==> src/rtl/tlb.sv <==
// Fully associative joint TLB with two registered search ports and a CP0 read/write port.
// Optional macro TLB_MULTI_HIT_EN adds s0_multi/s1_multi multi-match flags.
module tlb #(
    parameter int TLBNUM       = 16,
    parameter int TLBNUM_WIDTH = $clog2(TLBNUM)
) (
    input  logic                    clk,
    input  logic                    resetn,
    input  logic                    s0_req,
    input  logic [18:0]             s0_vpn2,
    input  logic                    s0_odd_page,
    input  logic [7:0]              s0_asid,
    output logic                    s0_found,
    output logic [TLBNUM_WIDTH-1:0] s0_index,
    output logic [19:0]             s0_pfn,
    output logic [2:0]              s0_c,
    output logic                    s0_d,
    output logic                    s0_v,
    input  logic                    s1_req,
    input  logic [18:0]             s1_vpn2,
    input  logic                    s1_odd_page,
    input  logic [7:0]              s1_asid,
    output logic                    s1_found,
    output logic [TLBNUM_WIDTH-1:0] s1_index,
    output logic [19:0]             s1_pfn,
    output logic [2:0]              s1_c,
    output logic                    s1_d,
    output logic                    s1_v,
    input  logic                    we,
    input  logic [TLBNUM_WIDTH-1:0] w_index,
    input  logic [18:0]             w_vpn2,
    input  logic [7:0]              w_asid,
    input  logic                    w_g,
    input  logic [19:0]             w_pfn0,
    input  logic [2:0]              w_c0,
    input  logic                    w_d0,
    input  logic                    w_v0,
    input  logic [19:0]             w_pfn1,
    input  logic [2:0]              w_c1,
    input  logic                    w_d1,
    input  logic                    w_v1,
    input  logic [TLBNUM_WIDTH-1:0] r_index,
    output logic [18:0]             r_vpn2,
    output logic [7:0]              r_asid,
    output logic                    r_g,
    output logic [19:0]             r_pfn0,
    output logic [2:0]              r_c0,
    output logic                    r_d0,
    output logic                    r_v0,
    output logic [19:0]             r_pfn1,
    output logic [2:0]              r_c1,
    output logic                    r_d1,
    output logic                    r_v1
`ifdef TLB_MULTI_HIT_EN
    ,
    output logic                    s0_multi,
    output logic                    s1_multi
`endif
);

    localparam logic [TLBNUM_WIDTH:0] IDX_LIMIT = (TLBNUM_WIDTH + 1)'(TLBNUM);

    typedef struct packed {
        logic                    found;
        logic [TLBNUM_WIDTH-1:0] index;
        logic [19:0]             pfn;
        logic [2:0]              c;
        logic                    d;
        logic                    v;
`ifdef TLB_MULTI_HIT_EN
        logic                    multi;
`endif
    } result_t;

    // Control bits that decide whether an entry can hit live in resettable flops.
    logic [TLBNUM-1:0] e_q, g_q, d0_q, v0_q, d1_q, v1_q;
    logic [18:0]       vpn2_q [TLBNUM];
    logic [7:0]        asid_q [TLBNUM];
    logic [19:0]       pfn0_q [TLBNUM];
    logic [19:0]       pfn1_q [TLBNUM];
    logic [2:0]        c0_q   [TLBNUM];
    logic [2:0]        c1_q   [TLBNUM];

    logic w_ok, r_ok;
    assign w_ok = we && ({1'b0, w_index} < IDX_LIMIT);
    assign r_ok = {1'b0, r_index} < IDX_LIMIT;

    always_ff @(posedge clk or negedge resetn) begin
        if (!resetn) begin
            e_q  <= '0;
            g_q  <= '0;
            d0_q <= '0;
            v0_q <= '0;
            d1_q <= '0;
            v1_q <= '0;
        end else if (w_ok) begin
            e_q[w_index]  <= 1'b1;
            g_q[w_index]  <= w_g;
            d0_q[w_index] <= w_d0;
            v0_q[w_index] <= w_v0;
            d1_q[w_index] <= w_d1;
            v1_q[w_index] <= w_v1;
        end
    end

    // NOTE: the wide payload array has no reset; E=0 already masks stale contents, and a reset here would cost a flop reset per bit.
    always_ff @(posedge clk) begin
        if (w_ok) begin
            vpn2_q[w_index] <= w_vpn2;
            asid_q[w_index] <= w_asid;
            pfn0_q[w_index] <= w_pfn0;
            c0_q[w_index]   <= w_c0;
            pfn1_q[w_index] <= w_pfn1;
            c1_q[w_index]   <= w_c1;
        end
    end

    // NOTE: every always_comb output gets a default first so no path leaves it unassigned and infers a latch.
    always_comb begin
        r_vpn2 = '0; r_asid = '0; r_g  = 1'b0;
        r_pfn0 = '0; r_c0   = '0; r_d0 = 1'b0; r_v0 = 1'b0;
        r_pfn1 = '0; r_c1   = '0; r_d1 = 1'b0; r_v1 = 1'b0;
        if (r_ok) begin
            r_vpn2 = vpn2_q[r_index]; r_asid = asid_q[r_index]; r_g  = g_q[r_index];
            r_pfn0 = pfn0_q[r_index]; r_c0   = c0_q[r_index];   r_d0 = d0_q[r_index];
            r_v0   = v0_q[r_index];
            r_pfn1 = pfn1_q[r_index]; r_c1   = c1_q[r_index];   r_d1 = d1_q[r_index];
            r_v1   = v1_q[r_index];
        end
    end

    logic        s_req  [2];
    logic [18:0] s_vpn2 [2];
    logic        s_odd  [2];
    logic [7:0]  s_asid [2];
    assign s_req[0]  = s0_req;      assign s_req[1]  = s1_req;
    assign s_vpn2[0] = s0_vpn2;     assign s_vpn2[1] = s1_vpn2;
    assign s_odd[0]  = s0_odd_page; assign s_odd[1]  = s1_odd_page;
    assign s_asid[0] = s0_asid;     assign s_asid[1] = s1_asid;

    for (genvar p = 0; p < 2; p++) begin : g_port
        result_t res_d, res_q;

        // Scan from the top so the lowest matching index is the last to overwrite.
        always_comb begin
            res_d = '0;
            for (int i = TLBNUM - 1; i >= 0; i--) begin
                if (e_q[i] && vpn2_q[i] == s_vpn2[p] && (g_q[i] || asid_q[i] == s_asid[p])) begin
`ifdef TLB_MULTI_HIT_EN
                    res_d.multi = res_d.found;
`endif
                    res_d.found = 1'b1;
                    res_d.index = TLBNUM_WIDTH'(i);
                    res_d.pfn   = s_odd[p] ? pfn1_q[i] : pfn0_q[i];
                    res_d.c     = s_odd[p] ? c1_q[i]   : c0_q[i];
                    res_d.d     = s_odd[p] ? d1_q[i]   : d0_q[i];
                    res_d.v     = s_odd[p] ? v1_q[i]   : v0_q[i];
                end
            end
        end

        // NOTE: state registers use non-blocking assignment so every flop samples pre-edge values.
        always_ff @(posedge clk or negedge resetn) begin
            if (!resetn) begin
                res_q <= '0;
            end else if (s_req[p]) begin
                res_q <= res_d;
            end
        end
    end

    assign s0_found = g_port[0].res_q.found;
    assign s0_index = g_port[0].res_q.index;
    assign s0_pfn   = g_port[0].res_q.pfn;
    assign s0_c     = g_port[0].res_q.c;
    assign s0_d     = g_port[0].res_q.d;
    assign s0_v     = g_port[0].res_q.v;
    assign s1_found = g_port[1].res_q.found;
    assign s1_index = g_port[1].res_q.index;
    assign s1_pfn   = g_port[1].res_q.pfn;
    assign s1_c     = g_port[1].res_q.c;
    assign s1_d     = g_port[1].res_q.d;
    assign s1_v     = g_port[1].res_q.v;
`ifdef TLB_MULTI_HIT_EN
    assign s0_multi = g_port[0].res_q.multi;
    assign s1_multi = g_port[1].res_q.multi;
`endif

endmodule

==> config.mk <==
export PLATFORM = sky130hd
export DESIGN_NAME = tlb
export DESIGN_NICKNAME = d
export VERILOG_FILES = /design/src/rtl/tlb.sv
export SDC_FILE = /design/constraint.sdc
export NUM_CORES = 2
export LEC_CHECK = 0
export ABC_CLOCK_PERIOD_IN_PS = 4610
export CORE_MARGIN = 8
export CORE_UTILIZATION = 25
export DETAILED_ROUTE_END_ITERATION = 8
export GPL_TIMING_DRIVEN = 0
export PLACE_DENSITY = 0.37
export SKIP_LAST_GASP = 1
export SYNTH_ARGS = -nofsm -noshare
export SYNTH_HDL_FRONTEND = slang
export SYNTH_SLANG_ARGS = --single-unit
==> constraint.sdc <==
create_clock -name clk -period 4.61 [get_ports clk]
set_input_delay 0.6915 -clock clk [delete_from_list [all_inputs] [get_ports clk]]
set_output_delay 0.6915 -clock clk [all_outputs]
set_load 0.01 [all_outputs]
==> results.md <==
* Hold Path Class: in2async
* Max-cap violations at 8
* Fin. max-slew vios at 73
* Worst vdd ir at 301 uV
* Synth Area in XOR/XNOR at 0.0984
* Slew at the pin closest to its max-slew limit at 1720 ps
* Synth Flop Type: edfxtp_1
* DPL Wire Length at 357 mm
* Leak Pwr at 31.7 nW
* CP Launch Type: flip-flop
* Syn avg cell area at 13.9 um^2
* Top post-synthesis cells by area: edfxtp_1 (46%), mux4_2 (11%), xor2_1 (6.4%)
* Area fraction in and, or, nand and nor cells after synthesis at 0.0571
* Die height at 571 um
* Endpoints failing hold at 0
* Post-synthesis mux area share at 0.226
* Final hold slack at 207 ps
* Most numerous cell in the Yosys netlist: edfxtp_1
* # nets final at 6133
* IO buf count at 223
* Initial core utilization at 0.251
* Antenna Nets Post-Route at 0
* Switching Fraction at 0.288
* Die area at 0.326 mm^2
* Failing checks: capacitance limit, slew limit, setup timing
* Setup CP Type: reg2reg
* Core ar. at 0.306 mm^2
* Drc violations at 0
* Vias at 60187
* Vias in the first global route at 59099
* Vias/cell at 5.87
* R2R setup slack at -320 ps
* Synth-to-Final Area Change at 20.1%
* Seq pwr share at 0.428
* Clock skew at 102 ps
* Tcrit/Tclk final at 1.07
* Largest net degree at the start of global routing at 93
* YS warnings at 0
* WL final at 492 mm
* Width of the die at 571 um
* Initial antenna violation count at 68
* Main combinational cell family by area after synthesis: multiplexers
* Clk slew on worst S/H paths at 60 ps
* First-pass DRT Iterations at 6
* CTS Buffer Depth at 4
* Clock power share at 0.435
* Net Count, Synth at 5662
* Worst setup EP type: flip-flop
* Share of the synthesized area in the top cell type at 0.456
* Clock Sinks at 1324
* Post-synthesis adder-cell area fraction at 0
* Most frequent cells after synthesis: edfxtp_1 (1168), xor2_1 (562), mux2i_1 (473)
* Routability cong. at 0.951
* Row cnt at 203
* Flops & latches, synth at 1324
* Clk_lat worst skew at 920 ps
* Routed length per instance at 48.0 um
* Gr usage total at 0.290
* Post-synthesis compound-gate area fraction at 0.0816
* Leading area contributor after synthesis: edfxtp_1
* PwrDens at 356 mW/mm^2
* Cell Area, Synth at 0.0769 mm^2
* DRT iter0 DRCs at 8443
* # setup viols final at 39
* Global-route wire length before repair at 623 mm
* Internal Power at 23.4 mW
* EDFF count, synth at 1168
* Comb power frac at 0.137
* Non-Filler Instances at 10260
* Worst reg2reg startpoint: asid_q[10][4]
* Worst Path Max Fanout at 10
* NetSw at 9.45 mW
* Synth Instances at 5515
* Register area share after synthesis at 0.507
* Placed cell count at 9909
* Status: complete, but fails checks
* CP Data Required Time at 5290 ps
* Data arrival, critical path at 5610 ps
* Share of cells above drive strength 1 at 0.254
* Fmax achieved at 203 MHz
* Netlist cell types at 76
* Slew headroom at -0.147
* Ports at 285
* H-tree depth at 4
* Crit path from: asid_q[10][4]
* Ys async rst share at 0.118
* GR Overflow Total at 0
* Min cycle time layout at 4930 ps
* PnR worst setup slack at -316 ps
* Clock root buffer: clkbuf_16
* CTS buffer count at 173
* CTS tree: yes
## layer usage
metal  wire, um  GRT usage  part of all wire
met5        227    0.00102           0.00046
met4      37800      0.184             0.077
met3      41800     0.0704             0.085
met2     219000      0.452              0.45
met1     193000      0.361              0.39
## worst max-delay path: stages, from the launching register on
cell	delay (ps)
edfxtp_1	490
xor2_1	200
nor4_1	410
a21oi_1	310
nor4_4	670
buf_2	660
buf_2	680
a2111oi_0	190
o21ai_0	880
o21ai_0	240
## final cells by class
type                       instances  area [um^2]
sequential                      1324        39000
buffer                           453         2650
clock buffer                     227         4770
timing repair buffer             302         3760
fill                           30786       214000
tap                             4100         5130
inverter                          18         98.8
multi-input combinational       3714        35900
clock inverter                    89          992
antenna                           33         82.6
## through the flow
step                instance area [um^2]  worst slack, ps  power, mW   util   TNS, ps
detailed placement                 86100            -1840       18.7  0.281   -147460
global placement                   84300            -7260       18.7  0.275  -6712490
CTS                                92200             4.00       32.9  0.301         0
global route                       92300            -4.58       33.5  0.302     -4.58
floorplan                          76900             -244       16.1      -    -46190
finish                             92400             -316       32.9  0.302     -3440
## power by group through the flow
stage                     registers (mW)  logic (mW)  clock network, mW
after detailed placement            14.3        4.39                  0
final                               14.1        4.49               14.3
after global placement              14.3        4.35                  0
after global routing                14.1        4.56               14.8
after CTS                           14.0        4.43               14.4
after floorplan                     14.0        2.16                  0
## flip-flops by register name, summed over array words and instances (netlist names), 3 cells and up
register  count
s0_index      4
v1_q         16
c0_q         48
pfn0_q      320
c1_q         48
vpn2_q      304
asid_q      128
e_q          16
d0_q         16
pfn1_q      320
s1_index      4
s1_c          3
s1_pfn       20
s0_pfn       20
g_q          16
d1_q         16
s0_c          3
v0_q         16
## cells in the final DEF (no fill, tap or decap), types with 42 or more instances in the layout
cell type	netlist	layout
mux2i_1	473	473
a22oi_1	46	46
buf_6	39	47
a221oi_1	44	44
nand3_1	66	66
buf_12	0	43
nand2_1	125	122
o21ai_0	82	81
nor2b_1	92	92
o221ai_1	82	82
dfrtp_1	156	156
nor4_1	144	136
buf_4	24	43
a211oi_1	45	45
clkbuf_16	0	176
nand4_1	85	85
a21o_1	42	42
nor2_1	95	84
a21oi_1	166	158
mux2_2	341	341
mux4_2	390	390
clkdlybuf4s50_1	0	222
clkbuf_1	226	101
xnor2_1	302	302
xor2_1	562	562
clkbuf_2	1	119
edfxtp_1	1168	1168
buf_2	124	139
a2111oi_0	53	51
nor3_1	59	56
## what timing repair did
action	4_1_cts	5_1_grt
setup endpoints to repair	137	50
buffers inserted	6	0
pin swaps	2	1
endpoints found under the hold margin	64	0
hold buffers	1	0
gates resized for setup	133	32
## kinds of logic after synthesis
| family | Yosys count |
|---|---|
| buffers and inverters | 477 |
| AND/OR/NAND/NOR | 793 |
| flip-flops | 1324 |
| XOR/XNOR | 864 |
| AO/OA/AOI/OAI | 853 |
| multiplexers | 1204 |
## path summary, 6_finish.rpt
check | end | cells after the start
min in group clk | e_q[2] | 1
max in group asynchronous | v0_q[10] | 4
setup / recovery | s0_index[2] | 9
hold reg to reg | e_q[2] | 1
hold / removal | g_q[3] | 2
setup reg to reg | s0_index[2] | 9
(Power assumes the default switching activity.)
